`src/rtl/pipe_stage_reg.sv`:
```
// ---------------------------------------------------------------------------
// pipe_stage_reg
//
// Purpose:
//   Valid/ready pipeline stage that registers a control bundle and a datapath
//   bundle between two pipeline stages. A flush discards every held beat and
//   any beat offered on the same edge. The control bundle of an empty stage
//   is always zero, so a bubble never carries a write-enable downstream.
//
// Build option:
//   PIPE_STAGE_SKID_EN  defined   -> main register + one skid register
//                                    (depth 2). in_ready comes straight from
//                                    a flop and has no path from out_ready.
//                       undefined -> single register (depth 1), with
//                                    in_ready = !out_valid || out_ready.
//
// Parameters:
//   CTRL_W      width of the control bundle (cleared on flush/reset)
//   DATA_W      width of the datapath bundle
//   DATA_CLEAR  1: datapath bundle zeroed on flush; 0: datapath retained on
//               flush. Reset always zeroes the datapath bundle.
//
// Ports:
//   clk        in   single clock, rising edge
//   rst_n      in   asynchronous active-low reset
//   flush      in   discard held beats and this cycle's incoming beat
//   in_valid   in   upstream beat present
//   in_ready   out  stage can accept a beat this cycle
//   in_ctrl    in   upstream control bundle   [CTRL_W]
//   in_data    in   upstream datapath bundle  [DATA_W]
//   out_valid  out  beat presented downstream
//   out_ready  in   downstream accepts (0 = stall)
//   out_ctrl   out  registered control, zero whenever out_valid = 0
//   out_data   out  registered datapath bundle
//   occ        out  number of held beats (0..2)
// ---------------------------------------------------------------------------
module pipe_stage_reg #(
    parameter int CTRL_W     = 16,
    parameter int DATA_W     = 256,
    parameter int DATA_CLEAR = 1
) (
    input  logic              clk,
    input  logic              rst_n,
    input  logic              flush,
    input  logic              in_valid,
    output logic              in_ready,
    input  logic [CTRL_W-1:0] in_ctrl,
    input  logic [DATA_W-1:0] in_data,
    output logic              out_valid,
    input  logic              out_ready,
    output logic [CTRL_W-1:0] out_ctrl,
    output logic [DATA_W-1:0] out_data,
    output logic [1:0]        occ
);

`ifdef PIPE_STAGE_SKID_EN

    // Main register: the beat currently presented downstream.
    logic              main_vld_q,  main_vld_d;
    logic [CTRL_W-1:0] main_ctrl_q, main_ctrl_d;
    logic [DATA_W-1:0] main_data_q, main_data_d;

    // Skid register: catches a beat accepted while main is stalled. It can
    // only be occupied when main is occupied.
    logic              skid_vld_q,  skid_vld_d;
    logic [CTRL_W-1:0] skid_ctrl_q, skid_ctrl_d;
    logic [DATA_W-1:0] skid_data_q, skid_data_d;

    // Registered copy of "skid empty" so in_ready has no path from out_ready.
    logic              in_ready_q,  in_ready_d;

    logic              in_xfer;
    logic              out_xfer;

    assign in_xfer  = in_valid & in_ready_q;
    assign out_xfer = main_vld_q & out_ready;

    always_comb begin
        main_vld_d  = main_vld_q;
        main_ctrl_d = main_ctrl_q;
        main_data_d = main_data_q;
        skid_vld_d  = skid_vld_q;
        skid_ctrl_d = skid_ctrl_q;
        skid_data_d = skid_data_q;

        if (flush) begin
            main_vld_d  = 1'b0;
            main_ctrl_d = '0;
            skid_vld_d  = 1'b0;
            skid_ctrl_d = '0;
            if (DATA_CLEAR != 0) begin
                main_data_d = '0;
                skid_data_d = '0;
            end
        end else if (out_xfer) begin
            if (skid_vld_q) begin
                // Promote the skid beat; in_ready_q was 0, so no new beat
                // can arrive on this edge.
                main_vld_d  = 1'b1;
                main_ctrl_d = skid_ctrl_q;
                main_data_d = skid_data_q;
                skid_vld_d  = 1'b0;
                skid_ctrl_d = '0;
            end else if (in_xfer) begin
                main_vld_d  = 1'b1;
                main_ctrl_d = in_ctrl;
                main_data_d = in_data;
            end else begin
                // Stage drains; clear ctrl so the bubble is harmless.
                main_vld_d  = 1'b0;
                main_ctrl_d = '0;
            end
        end else if (in_xfer) begin
            if (main_vld_q) begin
                skid_vld_d  = 1'b1;
                skid_ctrl_d = in_ctrl;
                skid_data_d = in_data;
            end else begin
                main_vld_d  = 1'b1;
                main_ctrl_d = in_ctrl;
                main_data_d = in_data;
            end
        end

        in_ready_d = ~skid_vld_d;
    end

    always_ff @(posedge clk or negedge rst_n) begin
        if (!rst_n) begin
            main_vld_q  <= 1'b0;
            main_ctrl_q <= '0;
            main_data_q <= '0;
            skid_vld_q  <= 1'b0;
            skid_ctrl_q <= '0;
            skid_data_q <= '0;
            in_ready_q  <= 1'b1;
        end else begin
            main_vld_q  <= main_vld_d;
            main_ctrl_q <= main_ctrl_d;
            main_data_q <= main_data_d;
            skid_vld_q  <= skid_vld_d;
            skid_ctrl_q <= skid_ctrl_d;
            skid_data_q <= skid_data_d;
            in_ready_q  <= in_ready_d;
        end
    end

    assign in_ready  = in_ready_q;
    assign out_valid = main_vld_q;
    assign out_ctrl  = main_ctrl_q;
    assign out_data  = main_data_q;
    // skid is only ever valid together with main: 00 -> 0, 01 -> 1, 11 -> 2.
    assign occ       = {main_vld_q & skid_vld_q, main_vld_q ^ skid_vld_q};

`else

    logic              vld_q,  vld_d;
    logic [CTRL_W-1:0] ctrl_q, ctrl_d;
    logic [DATA_W-1:0] data_q, data_d;

    logic              in_xfer;
    logic              out_xfer;

    // Accept when empty or when the held beat leaves on this same edge.
    assign in_ready = ~vld_q | out_ready;
    assign in_xfer  = in_valid & in_ready;
    assign out_xfer = vld_q & out_ready;

    always_comb begin
        vld_d  = vld_q;
        ctrl_d = ctrl_q;
        data_d = data_q;

        if (flush) begin
            vld_d  = 1'b0;
            ctrl_d = '0;
            if (DATA_CLEAR != 0) begin
                data_d = '0;
            end
        end else if (in_xfer) begin
            vld_d  = 1'b1;
            ctrl_d = in_ctrl;
            data_d = in_data;
        end else if (out_xfer) begin
            vld_d  = 1'b0;
            ctrl_d = '0;
        end
    end

    always_ff @(posedge clk or negedge rst_n) begin
        if (!rst_n) begin
            vld_q  <= 1'b0;
            ctrl_q <= '0;
            data_q <= '0;
        end else begin
            vld_q  <= vld_d;
            ctrl_q <= ctrl_d;
            data_q <= data_d;
        end
    end

    assign out_valid = vld_q;
    assign out_ctrl  = ctrl_q;
    assign out_data  = data_q;
    assign occ       = {1'b0, vld_q};

`endif

endmodule

```
`config.mk`:
```
export PLATFORM = sky130hd
export DESIGN_NAME = pipe_stage_reg
export DESIGN_NICKNAME = d
export VERILOG_FILES = /design/src/rtl/pipe_stage_reg.sv
export SDC_FILE = /design/constraint.sdc
export NUM_CORES = 1
export LEC_CHECK = 0
export ABC_AREA = 1
export CORE_AREA = 10 10 204 206
export DETAILED_ROUTE_END_ITERATION = 12
export DIE_AREA = 0 0 214 216
export PLACE_DENSITY = 0.71
export SYNTH_ARGS = -nofsm -noshare
export SYNTH_HDL_FRONTEND = slang
export SYNTH_SLANG_ARGS = --single-unit
```
`constraint.sdc`:
```
create_clock -name clk -period 2.9 [get_ports clk]
set_input_delay 0.58 -clock clk [delete_from_list [all_inputs] [get_ports clk]]
set_output_delay 0.58 -clock clk [all_outputs]
set_load 0.02 [all_outputs]
```
Yosys cells after proc, flatten, opt, wreduce, memory -nomap -nowiden:

Index checks and enable logic that the tools add are counted.

* register bits: 273
* logic and storage cells: 17

* muxes and demuxes: 8
* bitwise gates (word level): 4
* reduce and logical (&&, ||, !) cells: 2

Operators by type and width (number)
* 2-to-1 mux 256 bit: 2
* 2-to-1 mux 16 bit: 3
* 2-to-1 mux 1 bit: 3
* nonzero test 3 bit: 1
* bitwise AND 1 bit: 2
* nonzero test 2 bit: 1
* NOT 1 bit: 1
* OR 1 bit: 1

Depth between registers and ports, before layout:

Gate-level depths: netlist of the first run.

* depth in word-level cells: 5
* gate-level depth with buffers: 9

Worst setup path after synthesis of the first run:

OpenSTA, ideal clock, no wires.

* kind: in2reg
* start: input out_ready
* end: register ctrl_q[0], in the netlist out_ctrl[0]
* library setup time: 66 ps
* arrival: 1453 ps
* setup slack: 1382 ps
* stages on the path: 8
* buffers on the path: 3
* cell sequence: inv_1 > nand2_2 > nand2_2 > buf_4 > buf_2 > buf_4 > nand4_1 > nand2_1

* longest elaborated chain between the ends: 4
* elaborated cells between the ends (all ways): 6
* those cells by class: mux (2); bitwise (3); reduce/logical (1)

RTL lines
* start, declared: RTL line 50 `input logic out_ready,`
* OR 1 bit *: RTL line 165 `assign in_ready = ~vld_q | out_ready;`
* net in_ready: RTL line 46 `output logic in_ready,`
* bitwise AND 1 bit *: RTL line 166 `assign in_xfer = in_valid & in_ready;`
* 2-to-1 mux 16 bit: RTL line 180 `end else if (in_xfer) begin`
* 2-to-1 mux 16 bit: RTL line 174 `if (flush) begin`
* end signal, assigned: RTL line 197 `ctrl_q <= ctrl_d;`
* end, declared: RTL line 158 `logic [CTRL_W-1:0] ctrl_q, ctrl_d;`

Mark *: on every way through the listed nets, which the timed path passes. The rest lies on a longest branch.
A chain may end at the register's enable or synchronous reset.

Final worst setup path of the first run:

* start: register vld_q, in the netlist out_valid
* end: output occ[0]

RTL lines
* start, declared: RTL line 157 `logic vld_q, vld_d;`
* start signal, assigned: RTL line 196 `vld_q <= vld_d;`
* end, declared: RTL line 53 `output logic [1:0] occ`

No word-level cell between the ends.

==> reports/results.tsv, run 1 <==
metric	value	unit
result of the run	completed	
Initial Util	28.7	%
category of the worst setup path capture point	output port	
cell area after layout	0.0179	mm²
arrival time of the worst setup path	1760	ps
Routed wire per std cell	19.3	µm
GRT Util Overall	17.8	%
power density cells	560	mW/mm²
height of the die	216	µm
die footprint	0.0462	mm²
cell taking the most area after synthesis	sky130_fd_sc_hd__dfrtp_1	
DRT iter0 DRCs	744	
area share of the largest cell type after synthesis	63.5	%
synthesized-area fraction occupied by and/or/nand/nor cells	32.0	%
Tmin final	2340	ps
Worst Max-Slew Pin Slew	740	ps
Setup WS post-layout	561	ps
root buffer cell	sky130_fd_sc_hd__clkbuf_16	
required time of the critical path	2320	ps
path type of the worst setup path	register to output port	
Clock Latency Late Sink	550	ps
proportion of power drawn by combinational gates	17.6	%
vias in the first global route	10700	
maximum number of pins on one net before global-route repair	143	
Critical Path Start Type	register	
Max VDD drop	0.657	mV
# setup viols final	0	
sum of overflow across all layers after global routing	0	
kind of path behind the tightest hold check	input port to async pin	
kind of cell adding the most delay to the critical path	buffers and inverters	
Primary FF master, synth	sky130_fd_sc_hd__dfrtp_1	
synthesized-area fraction occupied by ao, oa, aoi and oai cells	0.0465	%
via count of the routed design	10400	
critical-path cell list	clkdlybuf4s50_1	
quantity of gates resized following cts	0	
remaining antenna violation count	0	
proportion of power drawn by flip-flops and latches	41.7	%
net count reported at finish	1983	
Syn-to-layout area delta	66.1	%
first-pass GRT wire length	66.0	mm
routed wire length	43.2	mm
DR vias/cell	4.64	
Yosys Warn Count	0	
worst slew margin relative to its limit	50.6	%
# port buffers	551	
worst path buffer plus inverter count	1	
instance area after placement	0.0168	mm²
TNS Setup	0	ps
average cell area after synthesis	9.03	µm²
Max Transition Viols Final	0	
largest incremental delay on the critical path	680	ps
maximum clock frequency	428	MHz
share of flip-flops with an asynchronous set or reset	100	%
CTS buffer count	31	
total of max-cap violations	0	
largest fanout of any net on the critical path	4	
count of mapped cells out of synthesis	1191	
count of state elements after synthesis	273	
IO Count	553	
Worst Clk Skew	10.4	ps
Post-Synth XOR/XNOR Area	0	%
commonest cells in the synthesized netlist	sky130_fd_sc_hd__nand2_1, sky130_fd_sc_hd__dfrtp_1, sky130_fd_sc_hd__nand3_1	
switching power share of the total	26.3	%
leakage	8.66	nW
CP max-delay cell	sky130_fd_sc_hd__clkdlybuf4s50_1	
CTS H-tree lvls	1	
sequential area share after synthesis	63.5	%
number of enable-type register cells in the synthesized netlist	0	
dominant combinational cell family by area after synthesis	simple AND/OR/NAND/NOR gates	
Placer Congestion	0.841	
Row Count	71	
net count of the mapped netlist	1468	
number of library cell types mapped by synthesis	14	
Hold Vio Cnt, Final	0	
switching power	0.00263	W
clock tree from TritonCTS	yes	
floorplan core area	0.0374	mm²
x dimension of the die	214	µm
most instantiated library cell after synthesis	sky130_fd_sc_hd__nand2_1	
adder and majority cell fraction of the synthesized area	0	%
hpwl dp	31.4	mm
total iterations of the first detailed-routing run	6	
crit share post-route	80.7	%
main area contributors after synthesis	sky130_fd_sc_hd__dfrtp_1, sky130_fd_sc_hd__nand2_1, sky130_fd_sc_hd__nand3_1	
post-CTS setup repair buffer count	0	
total internal power	0.00738	W
setup slack at placement	474	ps
RSZ-0062 raised after global routing	no	
initial antenna violation count	2	
area of the mapped netlist	0.0108	mm²
Clk network pwr share	40.7	%
multiplexer share of the synthesized area	0	%
number of buffers added to fix hold violations after cts	0	
clk slew on worst S/H paths	70	ps
count of clock tree sinks	273	
clock tree buffer depth	3	
number of remaining DRC errors	0	
fraction of final layout cells with drive strength greater than 1	4.74	%
metal layers:
| metal | vias to the layer above | GRT usage [%] | part of all wire, % |
|---|---|---|---|
| li1 | 4849 | - | - |
| met1 | 5056 | 20.9 | 39 |
| met2 | 440 | 30.7 | 50 |
| met3 | 56 | 5.73 | 8.8 |
| met4 | 2 | 4.98 | 2.2 |
| met5 | - | 0 | 0.046 |
cells by family after synthesis:
logic type             after synthesis
AND/OR/NAND/NOR                    820
flip-flops                         273
buffers and inverters               96
AO/OA/AOI/OAI                        1
other                                1
power groups by stage:
stage / combinational [W] / clock (W) / sequential (W)
after global routing: 0.00188 / 0.00436 / 0.00419
after detailed placement: 0.00178 / 0 / 0.00423
after CTS: 0.00179 / 0.00419 / 0.00417
final: 0.00176 / 0.00408 / 0.00417
after global placement: 0.00176 / 0 / 0.00422
after floorplan: 0.000379 / 0 / 0.00451
path summary, 6_finish.rpt:
check	start	endpoint	slack, ps	cells past startpoint
setup / recovery	out_valid$_DFFE_PN0P_	occ[0]	560	1
hold reg to reg	out_data[201]$_DFFE_PN0P_	out_data[201]$_DFFE_PN0P_	510	2
hold / removal	rst_n	out_ctrl[8]$_DFFE_PN0P_	20	1
setup reg to reg	out_valid$_DFFE_PN0P_	out_data[74]$_DFFE_PN0P_	1120	7
min in group clk	out_data[201]$_DFFE_PN0P_	out_data[201]$_DFFE_PN0P_	510	2
max in group asynchronous	rst_n	out_data[37]$_DFFE_PN0P_	2110	2
area by class of cell:
class	instances	area, µm²
fill	3421	19500
sequential	273	6830
timing repair buffer	575	5820
multi-input combinational	822	3470
clock buffer	42	887
tap	511	639
clock inverter	14	184
inverter	3	18.8
antenna	1	2.50
flip-flops by register name, summed over array words and instances, names as in the netlist:
signal,count
out_ctrl,16
out_data,256
out_valid,1
placed cells by master, fill, tap and decap left out, types with 2 or more instances in the layout:
cell type / instances
sky130_fd_sc_hd__nand4_1: 16
sky130_fd_sc_hd__buf_12: 10
sky130_fd_sc_hd__inv_1: 2
sky130_fd_sc_hd__bufinv_16: 4
sky130_fd_sc_hd__nand2_1: 545
sky130_fd_sc_hd__dfrtp_1: 273
sky130_fd_sc_hd__clkinv_4: 2
sky130_fd_sc_hd__buf_4: 15
sky130_fd_sc_hd__clkbuf_8: 7
sky130_fd_sc_hd__clkinv_2: 6
sky130_fd_sc_hd__clkbuf_1: 4
sky130_fd_sc_hd__clkbuf_16: 31
sky130_fd_sc_hd__nand3_1: 256
sky130_fd_sc_hd__clkdlybuf4s50_1: 549
worst reg2reg max path, stage by stage, from the launching register on:
cell and delay, ps:
sky130_fd_sc_hd__dfrtp_1 490, sky130_fd_sc_hd__nand2_2 200, sky130_fd_sc_hd__nand2_8 90, sky130_fd_sc_hd__nor2_4 120, sky130_fd_sc_hd__buf_4 210, sky130_fd_sc_hd__buf_4 380, sky130_fd_sc_hd__nand2_1 140, sky130_fd_sc_hd__nand2_1 80
through the flow:
step / util, % / total power [W] / cells / hold WS (ps)
global route: 47.7 / 0.0104 / 2240 / 35.6
detailed placement: 44.9 / 0.00601 / 2184 / 494
CTS: 47.7 / 0.0101 / 2240 / 18.0
global placement: 44.9 / 0.00598 / 2184 / 491
floorplan: - / 0.00488 / 1191 / 284
finish: 47.8 / 0.0100 / 2241 / 20.7
No activity file was read; power rests on OpenSTA's default activity.
==> run 2: changes to the inputs <==
--- a/config.mk
+++ b/config.mk
@@ -6,10 +6,10 @@
 export NUM_CORES = 1
 export LEC_CHECK = 0
 export ABC_AREA = 1
-export CORE_AREA = 10 10 204 206
+export CORE_AREA = 10 10 206 208
 export DETAILED_ROUTE_END_ITERATION = 12
-export DIE_AREA = 0 0 214 216
-export PLACE_DENSITY = 0.71
+export DIE_AREA = 0 0 216 218
+export PLACE_DENSITY = 0.72
 export SYNTH_ARGS = -nofsm -noshare
 export SYNTH_HDL_FRONTEND = slang
 export SYNTH_SLANG_ARGS = --single-unit
==> constraint.sdc (replaced) <==
create_clock -name clk -period 1.92 [get_ports clk]
set_input_delay 0.384 -clock clk [delete_from_list [all_inputs] [get_ports clk]]
set_output_delay 0.384 -clock clk [all_outputs]
set_load 0.02 [all_outputs]
==> reports/results.tsv, run 2 (synthesis gave the netlist of run 1 again) <==
metric	value	unit	change
remaining antenna violation count	0		unchanged
fraction of final layout cells with drive strength greater than 1	6.83	%	+2.1 points
number of placed cells counting well taps	2235		+2.3%
floorplan core area	0.0383	mm²	+2.4%
Syn-to-layout area delta	66.9	%	
via count of the routed design	10500		+1.2%
path type of the worst setup path	register to output port		
DRT iter0 DRCs	902		+21%
result of the run	completed		
Routed wire per std cell	18.9	µm	-1.8%
RSZ-0062 raised after global routing	no		
critical-path cell list	nand2_2 > clkdlybuf4s15_1		
GRT Util Overall	17.2	%	-0.67 points
setup slack at placement	-114	ps	-588 ps
clock tree from TritonCTS	yes		
routed wire length	43.4	mm	+0.29%
# port buffers	551		unchanged
largest incremental delay on the critical path	440	ps	-240 ps
post-layout instance count excluding filler cells	2289		+2.1%
Worst Clk Skew	6.71	ps	-3.66 ps
beginning of the worst hold path	in_data[81]		
fill cell total of the finished layout	3659		+7.0%
overall power after layout	0.0146	W	+46%
worst slew margin relative to its limit	63.9	%	+13 points
category of the worst setup path capture point	output port		
most frequent cells in the layout	sky130_fd_sc_hd__nand2_1, sky130_fd_sc_hd__clkdlybuf4s50_1, sky130_fd_sc_hd__dlygate4sd2_1		
clock tree buffer depth	3		unchanged
net count reported at finish	2026		+2.2%
Tmin final	1840	ps	
Placer Congestion	0.874		+3.9%
crit share post-route	95.9	%	
Worst Setup SP	out_valid$_DFFE_PN0P_		
worst setup slack for register-to-register paths	340	ps	-780 ps
first-pass GRT wire length	64.3	mm	-2.6%
CTS H-tree lvls	1		unchanged
x dimension of the die	216	µm	+0.93%
Row Count	72		+1.4%
hpwl dp	32.5	mm	+3.3%
height of the die	218	µm	+0.93%
total of max-cap violations	0		unchanged
root buffer cell	sky130_fd_sc_hd__clkbuf_16		
largest fanout of any net on the critical path	4		unchanged
Setup WS post-layout	79.2	ps	-482 ps
ANT cells	0		-1
commonest non-fill, non-tap cell in the layout	sky130_fd_sc_hd__nand2_1		
vias in the first global route	10600		-0.54%
Worst Max-Slew Pin Slew	542	ps	-199 ps
sum of overflow across all layers after global routing	0		unchanged
IO Count	553		unchanged
power density cells	816	mW/mm²	+46%
kind of path behind the tightest hold check	input port to register		
# setup viols final	0		unchanged
clk slew on worst S/H paths	60	ps	about the same
die footprint	0.0471	mm²	+1.9%
number of remaining DRC errors	0		unchanged
Worst R2R Start	out_valid$_DFFE_PN0P_		
count of clock tree sinks	273		unchanged
smallest hold slack	353	ps	+333 ps
DR vias/cell	4.60		-0.91%
maximum number of pins on one net before global-route repair	59		-59%
leakage	9.95	nW	+15%
CTS buffer count	29		-6.5%
Clock Latency Late Sink	550	ps	about the same
number of flip-flops in the largest register	256		unchanged
Hold Vio Cnt, Final	0		unchanged
total iterations of the first detailed-routing run	5		-1
maximum clock frequency	543	MHz	
Max Transition Viols Final	0		unchanged
arrival time of the worst setup path	1460	ps	-300 ps
required time of the critical path	1540	ps	-780 ps
Critical Path Start Type	register		
CP max-delay cell	sky130_fd_sc_hd__dfrtp_1		
Max VDD drop	0.634	mV	-3.5%
Initial Util	28.1	%	-0.67 points
initial antenna violation count	0		-2
## run 2: report_power, final
| group | leakage [nW] | switching, W | internal, W |
|---|---|---|---|
| clock network | 0.494 | 0.00231 | 0.00349 |
| registers | 3.65 | 0.000184 | 0.00610 |
| logic | 5.81 | 0.00141 | 0.00114 |
## run 2: layout make-up
cell class                      instances  area, µm²  share of cell area (%)
Clock buffer                           46        910                    5.07
Clock inverter                          7       91.3                   0.509
Inverter                                3       18.8                   0.105
Multi-Input combinational cell        822       3470                    19.4
Sequential cell                       273       6830                    38.1
Tap cell                              518        648                    3.61
Timing Repair Buffer                  620       5970                    33.3
## run 2: per-layer routing
layer / vias up / GRT usage, % / share of wire [%]
li1: 4940 / - / -
met1: 5074 / 20.2 / 39
met2: 456 / 29.1 / 48
met3: 59 / 6.12 / 11
met4: 0 / 4.89 / 2.3
met5: - / 0 / 0
## run 2: worst paths after layout
kind | end | cells past startpoint
worst max-delay path | in_ready | 2
worst min-delay path | out_data[81]$_DFFE_PN0P_ | 3
worst max register to register | out_data[248]$_DFFE_PN0P_ | 8
worst min register to register | out_data[155]$_DFFE_PN0P_ | 2
max in group asynchronous | out_data[5]$_DFFE_PN0P_ | 3
min in group asynchronous | out_data[210]$_DFFE_PN0P_ | 2
## run 2: critical path, delay by kind of cell, from the launching register on
kind                   cells  cell delay, ps
DFF                        1             440
and+or+nand+nor            1             140
buffers and inverters      1             320
## run 2: through the flow
step / utilization (%) / instance area, µm² / setup TNS [ps]
2_1_floorplan: - / 10800 / 0
3_3_place_gp: 45.1 / 17300 / -6690
3_5_place_dp: 45.1 / 17300 / -7520
4_1_cts: 46.9 / 17900 / 0
5_1_grt: 46.9 / 17900 / 0
6_report: 46.9 / 17900 / 0
## run 2: timing repair
item | 4_1_cts | 5_1_grt
endpoints found under the hold margin | 43 | 0
setup buffers | 0 | 0
gates resized for setup | 275 | 1
pin swaps | 0 | 0
setup endpoints to repair | 275 | 1
hold buffers | 1 | 0
